[config.mk]
export PLATFORM = sky130hd
export DESIGN_NAME = imm_decode_stage_flat
export DESIGN_NICKNAME = d
export VERILOG_FILES = /design/src/rtl/imm_decode_stage_if.sv /design/src/rtl/imm_decode_stage.sv /design/src/flat_wrapper.sv
export SDC_FILE = /design/constraint.sdc
export NUM_CORES = 1
export LEC_CHECK = 0
export BUFFER_PORTS_ARGS = -buffer_cell sky130_fd_sc_hd__buf_2
export CORE_MARGIN = 1
export CORE_UTILIZATION = 59
export DETAILED_ROUTE_END_ITERATION = 8
export GPL_TIMING_DRIVEN = 0
export PLACE_DENSITY_LB_ADDON = 0.1
export SYNTH_ARGS = -nofsm -noshare
export SYNTH_HDL_FRONTEND = slang
export SYNTH_SLANG_ARGS = --single-unit
[constraint.sdc]
create_clock -name i_clk -period 2.6 [get_ports i_clk]
set_input_delay 0.13 -clock i_clk [delete_from_list [all_inputs] [get_ports i_clk]]
set_output_delay 0.13 -clock i_clk [all_outputs]
set_load 0.01 [all_outputs]
[src/rtl/imm_decode_stage_if.sv]
// Handshake and result bus of the immediate-decode stage.
// The slave modport is the stage's view; the master modport drives it from both ends.
interface imm_decode_stage_if #(
    parameter int XLEN  = 32,
    parameter int CNT_W = 8
);
    logic             i_valid;
    logic             o_ready;
    logic [31:0]      i_instr;
    logic [XLEN-1:0]  i_pc;
    logic             i_flush;
    logic             o_valid;
    logic             i_ready;
    logic [31:0]      o_instr;
    logic [XLEN-1:0]  o_pc;
    logic [XLEN-1:0]  o_imm;
    logic [2:0]       o_fmt;
    logic             o_illegal;
    logic [CNT_W-1:0] o_illegal_cnt;

    modport slave (
        input  i_valid, i_instr, i_pc, i_flush, i_ready,
        output o_ready, o_valid, o_instr, o_pc, o_imm, o_fmt, o_illegal, o_illegal_cnt
    );

    modport master (
        output i_valid, i_instr, i_pc, i_flush, i_ready,
        input  o_ready, o_valid, o_instr, o_pc, o_imm, o_fmt, o_illegal, o_illegal_cnt
    );
endinterface

[src/rtl/imm_decode_stage.sv]
// Immediate-decode pipeline stage: output register plus one skid entry, with a
// saturating count of accepted illegal instructions.
module imm_decode_stage #(
    parameter int XLEN  = 32,
    parameter int CNT_W = 8
) (
    input  logic               i_clk,
    input  logic               i_rst,
    imm_decode_stage_if.slave  bus
);

    typedef struct packed {
        logic [31:0]     instr;
        logic [XLEN-1:0] pc;
        logic [XLEN-1:0] imm;
        logic [2:0]      fmt;
        logic            illegal;
    } entry_t;

    localparam logic [2:0] FMT_R   = 3'd0;
    localparam logic [2:0] FMT_I   = 3'd1;
    localparam logic [2:0] FMT_S   = 3'd2;
    localparam logic [2:0] FMT_B   = 3'd3;
    localparam logic [2:0] FMT_U   = 3'd4;
    localparam logic [2:0] FMT_J   = 3'd5;
    localparam logic [2:0] FMT_ILL = 3'd7;

    entry_t           dec;
    entry_t           out_q;
    entry_t           skid_q;
    logic             out_valid;
    logic             skid_valid;
    logic [CNT_W-1:0] cnt_q;
    logic [31:0]      imm32;
    logic [31:0]      ins;
    logic             ready;
    logic             accept;
    logic             consume;

    assign ins     = bus.i_instr;
    assign ready   = !skid_valid && !i_rst;
    assign accept  = bus.i_valid && ready && !bus.i_flush;
    assign consume = out_valid && bus.i_ready;

    always_comb begin
        imm32       = 32'h0;
        dec         = '0;
        dec.instr   = ins;
        dec.pc      = bus.i_pc;
        dec.fmt     = FMT_ILL;
        dec.illegal = 1'b1;
        case (ins[6:0])
            7'b0000011, 7'b0010011, 7'b1100111: begin
                imm32       = {{20{ins[31]}}, ins[31:20]};
                dec.fmt     = FMT_I;
                dec.illegal = 1'b0;
            end
            7'b0100011: begin
                imm32       = {{20{ins[31]}}, ins[31:25], ins[11:7]};
                dec.fmt     = FMT_S;
                dec.illegal = 1'b0;
            end
            7'b1100011: begin
                imm32       = {{19{ins[31]}}, ins[31], ins[7], ins[30:25], ins[11:8], 1'b0};
                dec.fmt     = FMT_B;
                dec.illegal = 1'b0;
            end
            7'b0110111, 7'b0010111: begin
                imm32       = {ins[31:12], 12'h000};
                dec.fmt     = FMT_U;
                dec.illegal = 1'b0;
            end
            7'b1101111: begin
                imm32       = {{11{ins[31]}}, ins[31], ins[19:12], ins[20], ins[30:21], 1'b0};
                dec.fmt     = FMT_J;
                dec.illegal = 1'b0;
            end
            7'b0110011: begin
                dec.fmt     = FMT_R;
                dec.illegal = 1'b0;
            end
            default: ;
        endcase
        // Sign-extend the 32-bit immediate to the datapath width.
        dec.imm        = {XLEN{imm32[31]}};
        dec.imm[31:0]  = imm32;
    end

    always_ff @(posedge i_clk) begin
        if (i_rst) begin
            out_valid  <= 1'b0;
            skid_valid <= 1'b0;
            out_q      <= '0;
            skid_q     <= '0;
            cnt_q      <= '0;
        end else begin
            if (accept && dec.illegal && (cnt_q != {CNT_W{1'b1}})) begin
                cnt_q <= cnt_q + 1'b1;
            end
            if (bus.i_flush) begin
                out_valid  <= 1'b0;
                skid_valid <= 1'b0;
            end else if (!out_valid || consume) begin
                // A full skid entry implies o_ready=0, so no accept can collide with it here.
                if (skid_valid) begin
                    out_q      <= skid_q;
                    out_valid  <= 1'b1;
                    skid_valid <= 1'b0;
                end else if (accept) begin
                    out_q     <= dec;
                    out_valid <= 1'b1;
                end else begin
                    out_valid <= 1'b0;
                end
            end else if (accept) begin
                skid_q     <= dec;
                skid_valid <= 1'b1;
            end
        end
    end

    // Outputs read as zero for the whole reset cycle, including the first one.
    assign bus.o_ready       = ready;
    assign bus.o_valid       = out_valid && !i_rst;
    assign bus.o_instr       = i_rst ? '0 : out_q.instr;
    assign bus.o_pc          = i_rst ? '0 : out_q.pc;
    assign bus.o_imm         = i_rst ? '0 : out_q.imm;
    assign bus.o_fmt         = i_rst ? '0 : out_q.fmt;
    assign bus.o_illegal     = i_rst ? 1'b0 : out_q.illegal;
    assign bus.o_illegal_cnt = i_rst ? '0 : cnt_q;

endmodule

[src/flat_wrapper.sv]
// flat-port wrapper written by rule: the top's interface ports become plain ports
module imm_decode_stage_flat 
#(
    parameter int XLEN  = 32,
    parameter int CNT_W = 8
)
  (i_clk, i_rst, bus_i_valid, bus_i_instr, bus_i_pc, bus_i_flush, bus_i_ready, bus_o_ready, bus_o_valid, bus_o_instr, bus_o_pc, bus_o_imm, bus_o_fmt, bus_o_illegal, bus_o_illegal_cnt);
  imm_decode_stage_if #(.XLEN(XLEN), .CNT_W(CNT_W)) bus_i ();
  input  logic i_clk;
  input  logic i_rst;
  input wire logic [$bits(bus_i.i_valid)-1:0] bus_i_valid;
  input wire logic [$bits(bus_i.i_instr)-1:0] bus_i_instr;
  input wire logic [$bits(bus_i.i_pc)-1:0] bus_i_pc;
  input wire logic [$bits(bus_i.i_flush)-1:0] bus_i_flush;
  input wire logic [$bits(bus_i.i_ready)-1:0] bus_i_ready;
  output wire logic [$bits(bus_i.o_ready)-1:0] bus_o_ready;
  output wire logic [$bits(bus_i.o_valid)-1:0] bus_o_valid;
  output wire logic [$bits(bus_i.o_instr)-1:0] bus_o_instr;
  output wire logic [$bits(bus_i.o_pc)-1:0] bus_o_pc;
  output wire logic [$bits(bus_i.o_imm)-1:0] bus_o_imm;
  output wire logic [$bits(bus_i.o_fmt)-1:0] bus_o_fmt;
  output wire logic [$bits(bus_i.o_illegal)-1:0] bus_o_illegal;
  output wire logic [$bits(bus_i.o_illegal_cnt)-1:0] bus_o_illegal_cnt;
  assign bus_i.i_valid = bus_i_valid;
  assign bus_i.i_instr = bus_i_instr;
  assign bus_i.i_pc = bus_i_pc;
  assign bus_i.i_flush = bus_i_flush;
  assign bus_i.i_ready = bus_i_ready;
  assign bus_o_ready = bus_i.o_ready;
  assign bus_o_valid = bus_i.o_valid;
  assign bus_o_instr = bus_i.o_instr;
  assign bus_o_pc = bus_i.o_pc;
  assign bus_o_imm = bus_i.o_imm;
  assign bus_o_fmt = bus_i.o_fmt;
  assign bus_o_illegal = bus_i.o_illegal;
  assign bus_o_illegal_cnt = bus_i.o_illegal_cnt;
  imm_decode_stage #(.XLEN(XLEN), .CNT_W(CNT_W)) u_core (.i_clk(i_clk), .i_rst(i_rst), .bus(bus_i));
endmodule
Word level (Yosys, flattened, before mapping):

Cells that the tools add are included.

* $add $sub $neg: 1
* reductions and logical operators: 19
* multiplexer cells: 12
* bitwise operators: 2
* eq/ne operators: 10

Operators with widths (number)
* 2-to-1 mux 100 bit: 2
* case mux 32 bit (5 select lines): 1
* 2-to-1 mux 32 bit: 3
* case mux 4 bit (6 select lines): 1
* == test 7 x 6 -> 1 bit, second input constant: 3
* == test 7 bit, second input constant: 3
* == test 7 x 5 -> 1 bit, second input constant: 2
* adder 8 x 1 -> 8 bit, second input constant: 1
* 2-to-1 mux 8 bit: 1
* != test 8 bit, second input constant: 1
* == test 7 x 2 -> 1 bit, second input constant: 1
* logical AND 1 bit: 7
* AND reduction 3 bit: 2
* OR reduction 3 bit: 2
* zero test 1 bit: 4
* OR reduction 2 bit: 2
* 2-to-1 mux 1 bit: 3
* 2-to-1 mux 3 bit: 1
* inverter 1 bit: 2
* nonzero test 2 bit: 1
* logical OR 1 bit: 1

* register bits after elaboration: 210
* bits of input ports: 69
* output and inout port bits: 110
* logic and storage cells: 57

Longest topological paths before layout:

* depth after elaboration: 6
* depth in mapped cells: 8

Least setup slack after synthesis:

No wires, ideal clock.

* path kind: register -> register
* from: register u_core.cnt_q[0]
* to: register u_core.cnt_q[7]
* setup slack: 0.969 ns
* data arrival time: 1.508 ns
* stages on the path, launching flop included: 7
* setup time: 0.123 ns
* data required time: 2.477 ns
* path through: dfxtp_1 -> ha_1 -> nand3_1 -> o2111ai_1 -> a21o_4 -> nor3_1 -> mux2_1

* longest elaborated chain between the ends: 2

RTL lines
* start, declared: RTL line imm_decode_stage.sv:33 `logic [CNT_W-1:0] cnt_q;`
* start signal, assigned: RTL line imm_decode_stage.sv:98 `cnt_q <= cnt_q + 1'b1;`
* branches (longest 2 deep; another with adder 8 x 1 -> 8 bit)

Parallel ways; which one is timed is not known.
A chain may end at the register's enable or synchronous reset.

Worst setup path after layout:

* from: register u_core.out_valid
* to: register u_core.out_q[47] (netlist bit)

* longest elaborated chain between the ends: 3

RTL lines
* start, declared: RTL line imm_decode_stage.sv:31 `logic out_valid;`
* start signal, assigned: RTL line imm_decode_stage.sv:91 `out_valid <= 1'b0;`
* start signal, assigned: RTL line imm_decode_stage.sv:101 `out_valid <= 1'b0;`
* start signal, assigned: RTL line imm_decode_stage.sv:107 `out_valid <= 1'b1;`
* zero test 1 bit or logical AND 1 bit (tied branches): RTL line imm_decode_stage.sv:103, imm_decode_stage.sv:43
* logical OR 1 bit *: RTL line imm_decode_stage.sv:103 `end else if (!out_valid || consume) begin`
* AND reduction 3 bit (no source line) *
* end signal, assigned: RTL line imm_decode_stage.sv:106 `out_q <= skid_q;`
* end, declared: RTL line imm_decode_stage.sv:29 `entry_t out_q;`

Every way passes the cells marked *; elsewhere a longest branch is shown, timed or not.

==> impl_metrics.py <==
metrics = {
    "logic_synthesis": {
        "syn_inst": 1028,
        "yosys.area_share.xor_xnor": 0.000960,
        "synthMuxAreaShare": 0.0741,
        "synthesis.nets": 1098,
        "yosys.area_share.simple": 0.200,
        "syn_area_mm2": 0.00912,
        "ys_warn_count": 0,
        "synth-edff-count": 0,
        "synth_compound_area_frac": 0.215,
        "async_reset_ff_frac": 0,
        "syn_avg_cell_area_um2": 8.88,
        "synth_top_family_by_area": "compound AO/OA/AOI/OAI gates",
        "ys_ff_latch": 210,
        "synth_flop_cell": "dfxtp_1",
        "ys_types": 65,
        "synth_fa_ha_area_frac": 0.00137,
        "ys_seq_area_frac": 0.461,
    },
    "min_path": {
        "min_delay_worst_endpoint": "u_core.out_valid",
        "worstHoldPathCells": 3,
        "hold_class": "in -> reg",
        "min_from": "bus_i_ready",
    },
    "worst_setup_path": {
        "reg2reg_slack_ns": 0.43,
        "r2r.worst_path.cells": 4,
        "cpPeakStageDelay_ns": 0.85,
        "critical_path_arrival_ns": 2.52,
        "reg2reg_to": "u_core.out_q[47]",
        "critPathSlowestCell": "nor3_2",
        "reg2reg_from": "u_core.out_valid",
        "worstPathCellList": "and2b_1 > nor3_2 > clkbuf_1 > a2bb2oi_1",
        "startpoint_type": "flop",
        "critPathKind": "reg -> reg",
        "crit_required_ns": 2.95,
        "end_kind": "flop",
        "path_max_fanout": 10,
    },
    "grt": {
        "use_met2": 0.526,
        "grt_pass1_wl_um": 41100,
        "grt_start_max_net_pins": 14,
        "grtUsageTotal": 0.320,
        "antenna_found_initial": 0,
        "grt_use_met1": 0.441,
        "grt_busiest_layer": "met2",
        "grt_pass1_vias": 8012,
        "gr-usage-met3": 0.0456,
        "grt-ovfl-total": 0,
    },
    "timing": {
        "finalCritPeriodShare": 0.836,
        "finalCriticalPeriod_ns": 2.17,
        "setup-tns-final_ns": 0,
        "finClkSkew_ns": 0.0140,
        "tightest_slew_ns": 1.04,
        "fmax_mhz": 460,
        "setup_violations": 0,
        "hold_viol": 0,
        "slew_violations": 0,
        "rsz0062_at_grt": "false",
        "slew_headroom": 0.300,
    },
    "clocking": {
        "cts_buffers": 22,
        "cts_repair_resize_count": 0,
        "clkLatencyLatePin_ns": 0.50,
        "cts_tree": "built",
        "htree_levels": 1,
        "clock_path_buffers": 3,
        "cts_root_buf": "clkbuf_16",
        "path_clk_slew_ns": 0.06,
        "clkSinkCount": 210,
    },
    "floorplan": {
        "initial_utilization": 0.602,
        "die_x_um": 126,
        "core_mm2": 0.0151,
        "die_h_um": 126,
        "core.rowCount": 45,
        "die_area_mm2": 0.0160,
        "io-pin-count": 179,
    },
    "cells_and_area": {
        "fin_util": 0.765,
        "num-fill-cells": 1105,
        "regArea_mm2": 0.00420,
        "syn_to_final_growth_pct": 27.0,
        "multi_input_area_mm2": 0.00449,
        "antennaDiodeCount": 0,
        "fin_nets": 1360,
        "drive_above_1_share": 0.206,
        "finish.instance_area_mm2": 0.0116,
    },
    "detailed_routing": {
        "wl_um": 25800,
        "drc": 0,
        "vias_per_cell": 5.70,
        "vias": 8506,
        "wl_per_cell_um": 17.3,
        "dr.first_iter.drc_count": 731,
        "antenna_left": 0,
        "first_pass_iters": 5,
    },
    "place": {
        "numPortBuffers": 175,
        "post_dp_cell_area_mm2": 0.0102,
        "gp_congestion": 0.875,
        "dp_hpwl_um": 17000,
    },
    "power": {
        "worst_ir_drop_vdd_mv": 0.605,
        "power_mw": 7.18,
        "powerDensity_mw_per_mm2": 620,
        "leakage_nw": 4.62,
    },
    "outcome": {
        "status": "complete, no violations",
    },
    "run": {
        "drv_cap": 0,
    },
}
## what timing repair did
| action | in CTS | in global routing |
|---|---|---|
| hold buffers | 63 | 0 |
| hold endpoints to repair | 133 | 0 |
| setup buffers | 0 | 0 |
## synthesized netlist by cell type, types with 4 or more instances
cell type    n  area, µm²
dfxtp_1    210       4200
nand2_1    176        661
nor2b_1    110        688
a21oi_1    108        541
a2bb2oi_1   63        552
mux2i_1     63        631
o21ai_0     62        310
clkbuf_1    37        139
buf_2       32        160
nor2_1      17       63.8
o21ai_1     15       75.1
nor3b_1      9       67.6
a32oi_1      8       70.1
a22o_1       7       61.3
nor3_1       7       35.0
a221o_1      6       60.1
and2_0       6       37.5
buf_1        6       22.5
buf_4        6       45.0
inv_1        6       22.5
a22oi_1      5       37.5
nand3_1      5       25.0
mux2_1       4       45.0
## registers in the layout, summed over array words and instances, names as in the netlist
signal / flops
u_core.skid_valid: 1
u_core.out_valid: 1
u_core.out_q: 100
u_core.cnt_q: 8
u_core.skid_q: 100
## critical path: cells and delay by family (launching register included)
family / cells / cell delay (ns)
buffers and inverters: 1 / 0.47
AO/OA/AOI/OAI: 1 / 0.15
flip-flops: 1 / 0.31
AND/OR/NAND/NOR: 2 / 1.08
## cell usage in the layout, fill, tap and decap left out, drive strengths merged, types with 3 or more instances in the layout
cell type | Yosys | routed
dlygate4sd3 | 0 | 63
dfxtp | 210 | 210
o21ai | 77 | 77
and2 | 6 | 6
a32oi | 8 | 8
nand3 | 5 | 5
a22oi | 5 | 5
nor2b | 110 | 110
mux2 | 4 | 4
a21oi | 109 | 109
clkbuf | 38 | 75
nand2 | 177 | 177
nor3 | 8 | 8
nor4 | 3 | 3
o31ai | 3 | 3
nand4 | 4 | 4
a2bb2oi | 63 | 63
inv | 7 | 7
a22o | 7 | 7
nor3b | 9 | 9
mux2i | 63 | 63
nor2 | 21 | 21
buf | 47 | 222
a221o | 6 | 6
and3 | 4 | 4
## cell families after synthesis
logic type	count (synthesis)
and+or+nand+nor	360
AOI/OAI and AO/OA	297
DFF	210
buffers and inverters	92
muxes	67
xor gates and xnor gates	1
adders and majority gates	1
## per-layer routing
| layer | vias up | part of all wire |
|---|---|---|
| li1 | 4113 | - |
| met1 | 4005 | 0.45 |
| met2 | 333 | 0.46 |
| met3 | 55 | 0.058 |
| met4 | 0 | 0.026 |
| met5 | - | 0 |
## how the worst max path moves through the flow
stage	from	end	cells past startpoint
finish	u_core.out_valid	u_core.out_q[47]	4
global route	u_core.skid_valid	bus_o_ready	5
CTS	u_core.skid_valid	bus_o_ready	5
detailed placement	i_rst	u_core.out_q[47]	6
global placement	i_rst	u_core.out_q[60]	6
floorplan	u_core.cnt_q[0]	u_core.cnt_q[7]	6
## final cells by class
class	instances	share of cell area
multi-input combinational	726	0.387
sequential	210	0.363
timing repair buffer	238	0.130
clock buffer	37	0.0594
buffer	85	0.0350
tap	188	0.0203
clock inverter	2	0.00302
inverter	7	0.00227
## through the flow
step                setup WS [ns]  std cells  hold WS [ns]
floorplan                   0.969       1028         0.209
global placement            0.451       1391         0.383
detailed placement          0.481       1391         0.390
CTS                         0.513       1493        0.0362
global route                0.374       1493        0.0633
finish                      0.427       1493        0.0427
## report_power, final
group          switching (mW)  internal [mW]  total [mW]
Clock                    1.26           1.89        3.15
Combinational           0.377          0.312       0.689
Sequential             0.0233           3.32        3.34
(Power assumes the default switching activity.)
